`config.mk`:
```
export PLATFORM = sky130hd
export DESIGN_NAME = tick_gen
export DESIGN_NICKNAME = d
export VERILOG_FILES = /design/src/rtl/tick_gen.sv
export SDC_FILE = /design/constraint.sdc
export NUM_CORES = 1
export LEC_CHECK = 0
export ABC_CLOCK_PERIOD_IN_PS = 2600
export CAP_MARGIN = 25
export CORE_UTILIZATION = 30
export CTS_BUF_LIST = sky130_fd_sc_hd__clkbuf_16
export DETAILED_ROUTE_END_ITERATION = 6
export PLACE_DENSITY = 0.49
export SYNTH_ARGS = -nofsm -noshare
export SYNTH_HDL_FRONTEND = slang
export SYNTH_SLANG_ARGS = --single-unit
```
`constraint.sdc`:
```
create_clock -name clk -period 2.6 [get_ports clk]
set_input_delay 0.52 -clock clk [delete_from_list [all_inputs] [get_ports clk]]
set_output_delay 0.52 -clock clk [all_outputs]
set_load 0.01 [all_outputs]
```
`src/rtl/tick_gen.sv`:
```
// tick_gen: programmable tick/slow_clk rate generator with run/pause and single-step.
// Key debouncer is present only when TICK_GEN_DEBOUNCE_EN is defined.
module tick_gen #(
  parameter int TICK_DIV  = 33554432,
  parameter int CNT_W     = 26,
  parameter int DB_CYCLES = 500000
) (
  input  logic clk,
  input  logic reset,
  input  logic run_sw,
  input  logic step_key,
  output logic tick,
  output logic slow_clk,
  output logic paused
);
  typedef enum logic {PAUSE, RUN} state_t;
  localparam logic [CNT_W-1:0] LAST = CNT_W'(TICK_DIV - 1);
  localparam int DB_W = $clog2(DB_CYCLES + 1);
  state_t state, state_d;
  logic run_m, run_s, key_m, key_s, key_db, key_db_q, step_p;
  logic [CNT_W-1:0] cnt, cnt_d;
  logic wrap, tick_d;
  always_ff @(posedge clk)
    if (reset) begin
      run_m    <= 1'b0;
      run_s    <= 1'b0;
      key_m    <= 1'b1;
      key_s    <= 1'b1;
      key_db_q <= 1'b1;
      step_p   <= 1'b0;
      state    <= PAUSE;
      cnt      <= '0;
      tick     <= 1'b0;
      slow_clk <= 1'b0;
    end else begin
      run_m    <= run_sw;
      run_s    <= run_m;
      key_m    <= step_key;
      key_s    <= key_m;
      key_db_q <= key_db;
      step_p   <= key_db_q & ~key_db;
      state    <= state_d;
      cnt      <= cnt_d;
      tick     <= tick_d;
      slow_clk <= slow_clk ^ tick_d;
    end
  // the current state decides whether a step is honoured, even on the cycle it leaves PAUSE
  always_comb begin
    state_d = run_s ? RUN : PAUSE;
    wrap    = (state == RUN) && (cnt == LAST);
    cnt_d   = (state != RUN) ? cnt : wrap ? '0 : cnt + 1'b1;
    tick_d  = (state == RUN) ? wrap : step_p;
  end
  assign paused = (state == PAUSE);
`ifdef TICK_GEN_DEBOUNCE_EN
  logic [DB_W-1:0] db_cnt;
  always_ff @(posedge clk)
    if (reset) begin
      db_cnt <= '0;
      key_db <= 1'b1;
    end else if (key_s == key_db)
      db_cnt <= '0;
    else if (db_cnt == DB_W'(DB_CYCLES - 1)) begin
      key_db <= key_s;
      db_cnt <= '0;
    end else
      db_cnt <= db_cnt + 1'b1;
`else
  logic db_unused;
  assign db_unused = ^DB_W;
  assign key_db    = key_s;
`endif
endmodule

```
# Yosys cells after proc, flatten, opt, wreduce, memory -nomap -nowiden
# Cells that the tools add are included.
op_classes:
  n_addsub: 1
  muxes: 3
  eq_ne: 1
  bitwise: 4
  reduce_logical: 1
op_table:
  columns: ["op", "count"]
  rows:
  - ["$add A26 B1 Y26 const B", 1]
  - ["$eq A26 B25 Y1 const B", 1]
  - ["$mux W26", 1]
  - ["$mux W1", 2]
  - ["$not A1 Y1", 2]
  - ["$and A1 B1 Y1", 1]
  - ["$logic_and A1 B1 Y1", 1]
  - ["$xor A1 B1 Y1", 1]
word_totals:
  inputBits: 4
  reg_bits: 35

# Logic depth before layout (Yosys ltp)
# Gate-level depths: netlist (run 1).
depth:
  depth_word: 4
  depth_mapped: 7

# Worst setup path before layout (run 1)
# No wires, ideal clock.
synth_path:
  path_type: "register -> register"
  start: "reg cnt[0]"
  end: "reg cnt[22]"
  stages_incl_launch_ff: 7
  path_slack_ns: 0.677
  required_time_ns: 2.534
  t_arrival_ns: 1.857
  path_buffers: 1
  setup_ns: 0.066
  path_cell_list: "dfxtp_1 > ha_1 > nand3_1 > or4_4 > buf_6 > or4_4 > a21oi_2"
synth_between:
  elab_chain_cells: 3
  elab_cells_between_ends: 4
  cone_classes: "add/sub: 1; eq/ne: 1; mux: 1; reduce/logical: 1"
synth_rtl:
  columns: ["item", "line", "rtl"]
  rows:
  - ["start: declaration", "21", "logic [CNT_W-1:0] cnt, cnt_d;"]
  - ["start signal: assignment", "43", "cnt <= cnt_d;"]
  - ["parallel branches: the longest is 2 deep, another holds $add A26 B1 Y26", null, null]
  - ["$mux W26 *", "51", "cnt_d = (state != RUN) ? cnt : wrap ? '0 : cnt + 1'b1;"]
# Every way passes the cells marked *.
# A chain may end at the register's enable or synchronous reset.

# Final worst setup path (run 1)
# Ends and elaborated chain as after synthesis.

==> results of run 1 <==
[power groups by stage]
stage	sequential (mW)	combinational, mW	clock (mW)
2_1_floorplan	0.556	0.0134	0
3_3_place_gp	0.556	0.0253	0
3_5_place_dp	0.556	0.0259	0
4_1_cts	0.545	0.0259	0.576
5_1_grt	0.545	0.0280	0.592
6_report	0.545	0.0253	0.553
[worst paths after layout]
| kind | from | to | slack (ns) |
|---|---|---|---|
| setup / recovery | cnt[0] | cnt[22] | 0.53 |
| hold / removal | key_m | key_db | 0.41 |
| setup reg to reg | cnt[0] | cnt[22] | 0.53 |
| hold reg to reg | key_m | key_db | 0.41 |
[Yosys cell counts (3+ instances only)]
cell,instances
or4_1,8
nand2_1,9
nor2_1,16
xnor2_1,8
a21oi_1,14
or3_1,7
clkbuf_1,4
or2_2,5
o21ai_0,7
o31ai_1,7
nand3_1,5
nand4_1,5
inv_1,8
dfxtp_1,35
nor2b_1,4
xor2_1,3
nor3_1,4
[layout make-up]
type | count | area [sq um]
sequential | 35 | 701
clock inverter | 3 | 15.0
clock buffer | 5 | 125
multi-input combinational | 115 | 707
fill | 499 | 3020
tap | 67 | 83.8
inverter | 8 | 30.0
timing repair buffer | 8 | 75.1
[flip-flops by register name, indices dropped and copies added, names as in the netlist]
name / count
cnt: 26
run_s: 1
key_db: 1
tick: 1
state: 1
run_m: 1
key_db_q: 1
step_p: 1
slow_clk: 1
key_m: 1
[stage by stage]
stage	worst slack, ns	hold WS, ns	instance area (sq um)	power, mW	instances
after global placement	0.604	0.397	1600	0.581	233
after detailed placement	0.533	0.400	1600	0.582	233
after floorplan	0.677	0.389	1490	0.569	166
after CTS	0.510	0.413	1740	1.15	241
final	0.527	0.410	1740	1.12	241
after global routing	0.402	0.420	1740	1.16	241
[worst max-delay path, delay by kind of cell, from the launching register on]
kind / cells / cell delay [ns]
compound gates: 1 / 0.13
simple gates: 3 / 1.27
fa+ha+maj: 1 / 0.22
flops: 1 / 0.39
[layer usage]
metal | share of wire | global-route usage
met1 | 0.47 | 0.123
met2 | 0.47 | 0.194
met3 | 0.029 | 0.0347
met4 | 0.022 | 0.0654
met5 | 0 | 0
[kinds of logic (layout without fill, tap and decap cells)]
logic type | after synthesis | in the layout
AO/OA/AOI/OAI | 32 | 32
XOR/XNOR | 11 | 11
adder cells (fa/ha/maj) | 1 | 1
buffers and inverters | 16 | 24
flip-flops | 35 | 35
multiplexers | 1 | 1
AND/OR/NAND/NOR | 70 | 70
==> flow_summary.ini, run 1 <==
[run_status]
status = complete, no violations

[power_and_ir_drop]
pwr-share-comb = 0.023
p_sw_frac = 0.197
powerDensity_nw_per_um2 = 647
p_switching_uw = 221
vdd_ir_drop_max_uv = 379
p_leak_nw = 0.534
p_clk_frac = 0.492
power.internal_uw = 902
pwr-share-seq = 0.485

[floorplan]
coreArea_sq_um = 4750
die_height_um = 72.4
std_cell_rows = 25
die_x_um = 72.4
start_util = 0.312
ios = 7
die_area_sq_um = 5240

[synth]
synth_fa_ha_area_frac = 0.00842
synthFlopType = dfxtp_1
synthSimpleGateAreaFrac = 0.267
synthMuxAreaShare = 0.00758
synth-xor-area-share = 0.0649
synth_edf_count = 0
async_reset_ff_frac = 0
synth_top_family_by_area = simple AND/OR/NAND/NOR gates
ys_ff_latch = 35
synth_top_area_cell = dfxtp_1
seq_area_frac_synth = 0.472
synthesis.area_sq_um = 1490
synth_fp_nets = 171
ys_types = 31
avgSynthCellArea_sq_um = 8.95
synth-compound-area-share = 0.128
syn_inst = 166
netlist_top_cells_area = dfxtp_1, a21oi_1, xnor2_1
yosysWarningCount = 0
synth_top_area_share = 0.472

[layout]
nets = 178
area_growth_pct = 16.9
postLayoutCoreUtil = 0.365
final_cell_mix = dfxtp_1, nor2_1, a21oi_1
final_common_cell = dfxtp_1
layout-drive-gt1-share = 0.109
diodes = 0

[place]
portBuffers = 6
gp_congestion = 0.811
dp_hpwl_um = 1760

[cts]
h-tree-depth = 2
cts_tree = done
cts_made_buffers = 5
root_buffer = clkbuf_16
clk_latency_ns = 0.28
post_cts_buffers = 0
cts_buffer_depth = 2
clk_pin_slew_ns = 0.05
cts_num_sinks = 35
post_cts_resized = 0
ctsHoldBuffers = 0

[setup_path]
crit_type = register to register
cp-end-kind = register
path_max_fanout = 17
start_kind = register
cp_slowest_cell = or4_4
path_cells = ha_1 -> nand3_1 -> or4_4 -> or4_4 -> a21oi_2
slowest_delay_ns = 0.56
reg2reg_depth = 5
critPathArrivalTime_ns = 2.29
cpMostUsedCell = or4_4
timing.critical_path.required_ns = 2.81

[sta]
setup_violations = 0
rsz0062_at_grt = false
hold_viol_final = 0
fmax_mhz = 482
setup-tns-final_ns = 0
maxSlewViolCount = 0
period_share = 0.797
max_slew.worst_pin.slew_ns = 0.470
slew_headroom = 0.686
finClkSkew_ns = 0.00345
min_period_ns = 2.07

[routing]
wl_per_cell_um = 10.7
viasPerCell = 4.81
drc = 0
drt_pre_antenna_iters = 4
num_vias = 1159
drt_iter0_drc = 22
ant_nets = 0
drt_wl_total_um = 2590

[run]
drv_cap = 0

[global_route]
grt_overflow = 0
grt_pass1_vias = 1116
antenna_found_initial = 0
grt_max_degree = 18
track_usage = 0.113
grt_pass1_wl_um = 4540

[worst_hold_path]
holdPathStages = 1
hold_path_class = register to register
(Power assumes the default switching activity.)
==> inputs of run 2 (changes only) <==
--- a/config.mk
+++ b/config.mk
@@ -5,12 +5,12 @@
 export SDC_FILE = /design/constraint.sdc
 export NUM_CORES = 1
 export LEC_CHECK = 0
-export ABC_CLOCK_PERIOD_IN_PS = 2600
+export ABC_CLOCK_PERIOD_IN_PS = 1850
 export CAP_MARGIN = 25
 export CORE_UTILIZATION = 30
 export CTS_BUF_LIST = sky130_fd_sc_hd__clkbuf_16
 export DETAILED_ROUTE_END_ITERATION = 6
-export PLACE_DENSITY = 0.49
+export PLACE_DENSITY = 0.51
 export SYNTH_ARGS = -nofsm -noshare
 export SYNTH_HDL_FRONTEND = slang
 export SYNTH_SLANG_ARGS = --single-unit
==> constraint.sdc (replaced) <==
create_clock -name clk -period 1.85 [get_ports clk]
set_input_delay 0.37 -clock clk [delete_from_list [all_inputs] [get_ports clk]]
set_output_delay 0.37 -clock clk [all_outputs]
set_load 0.01 [all_outputs]
==> flow_summary.ini, run 2 (synthesis results as in run 1) <==
[cts]
root_buffer = clkbuf_16
cts_num_sinks = 35
cts_buffer_depth = 2
cts_made_buffers = 5
ctsHoldBuffers = 0
cts_tree = done
clk_pin_slew_ns = 0.05
h-tree-depth = 2
clk_latency_ns = 0.27

[power_and_ir_drop]
powerDensity_nw_per_um2 = 785
p_leak_nw = 0.664
vdd_ir_drop_max_uv = 503

[layout]
diodes = 0
seqCellArea_sq_um = 714
nFillCells = 476
final_common_cell = dfxtp_1
layout-drive-gt1-share = 0.305
nets = 201
final_cell_mix = dfxtp_1, buf_4, nor2_1
instances_no_fill = 264
top_register = cnt
largest_reg_flops = 26
design_area_sq_um = 2010
area_growth_pct = 35.0
multi_input_area_sq_um = 787

[global_route]
grt_max_degree = 15
grt_overflow = 0
grt_pass1_wl_um = 4920
antenna_found_initial = 0
use_met3 = 0.0472
grt_pass1_vias = 1152
use_met1 = 0.135
globalRouteMet2Util = 0.208
track_usage = 0.124
gr-max-usage-layer = met2

[floorplan]
start_util = 0.312
coreArea_sq_um = 4750
std_cell_rows = 25
die_x_um = 72.4
ios = 7
die_height_um = 72.4
die_area_sq_um = 5240

[run]
drv_cap = 0

[worst_hold_path]
hold_path_class = register to register

[sta]
maxSlewViolCount = 0
period_share = 1.02
fmax_mhz = 528
max_slew.worst_pin.slew_ns = 0.310
finClkSkew_ns = 0.00189
setup-tns-final_ns = -0.134
worst_slack_ns = -0.0425
hold_viol_final = 0
setup_violations = 5
rsz0062_at_grt = true
min_period_ns = 1.89
slew_headroom = 0.792

[place]
dp.cells = 251
portBuffers = 6
dp_hpwl_um = 2070
gp_congestion = 0.733
placed_cell_area_sq_um = 1750

[routing]
drt_iter0_drc = 42
drc = 0
drt_wl_total_um = 3100
drt_pre_antenna_iters = 4
num_vias = 1302
wl_per_cell_um = 11.8
viasPerCell = 4.93
ant_nets = 0

[setup_path]
path_cells = ha_4 -> nand3_4 -> or4_4 -> buf_6 -> or3_4 -> a21oi_2
cp-end-kind = register
timing.critical_path.required_ns = 2.06
slowest_delay_ns = 0.59
start_kind = register
crit_type = register to register
crit_buf_inv = 1
cp_slowest_cell = or4_4
critPathArrivalTime_ns = 2.10
path_max_fanout = 6
r2r_slack_ns = -0.04
cp_top_family = simple AND/OR/NAND/NOR gates

[run_status]
failed_checks = setup timing
status = finished with violations
-- run 2: through the flow --
stage / worst slack [ns] / hold slack (ns) / util / power, mW
final: -0.0425 / 0.413 / 0.422 / 1.58
after floorplan: 0.0179 / 0.389 / - / 0.801
after detailed placement: 0.0150 / 0.412 / 0.369 / 0.821
after CTS: 0.00282 / 0.421 / 0.398 / 1.60
after global placement: 0.0604 / 0.400 / 0.369 / 0.820
after global routing: -0.103 / 0.440 / 0.422 / 1.63
-- run 2: timing repair --
action | in CTS | in global routing
buffers inserted | 0 | 3
setup endpoints to repair | 2 | 25
gates resized for setup | 1 | 25
cloned | 0 | 2
pin swaps | 0 | 13
-- run 2: path summary, 6_finish.rpt --
path            start  endpoint  cells past startpoint
max reg2reg    cnt[0]   cnt[20]                      6
max            cnt[0]   cnt[20]                      6
min reg2reg  key_db_q    step_p                      2
min          key_db_q    step_p                      2
-- run 2: worst reg2reg max path, cell delays in order (launching register included) --
cell and delay (ns):
dfxtp_4 0.37, ha_4 0.16, nand3_4 0.08, or4_4 0.59
buf_6 0.16, or3_4 0.36, a21oi_2 0.11
-- run 2: report_power, final --
group | switching (mW) | leakage (nW) | total, mW | internal [mW]
Sequential | 0.00434 | 0.287 | 0.765 | 0.760
Clock | 0.285 | 0.0701 | 0.768 | 0.483
Combinational | 0.0204 | 0.307 | 0.0420 | 0.0216
Total | 0.310 | 0.664 | 1.58 | 1.27
-- run 2: layer usage --
layer	vias to the layer above	routed length [um]
li1	648	-
met1	629	1350
met2	20	1590
met3	5	111
met4	0	49
met5	-	0
-- run 2: area by class of cell --
cell class | instances | share of cell area
Inverter | 8 | 0.0150
Clock buffer | 5 | 0.0624
Sequential cell | 35 | 0.356
Multi-Input combinational cell | 116 | 0.392
Clock inverter | 3 | 0.00561
Tap cell | 67 | 0.0418
Timing Repair Buffer | 30 | 0.127
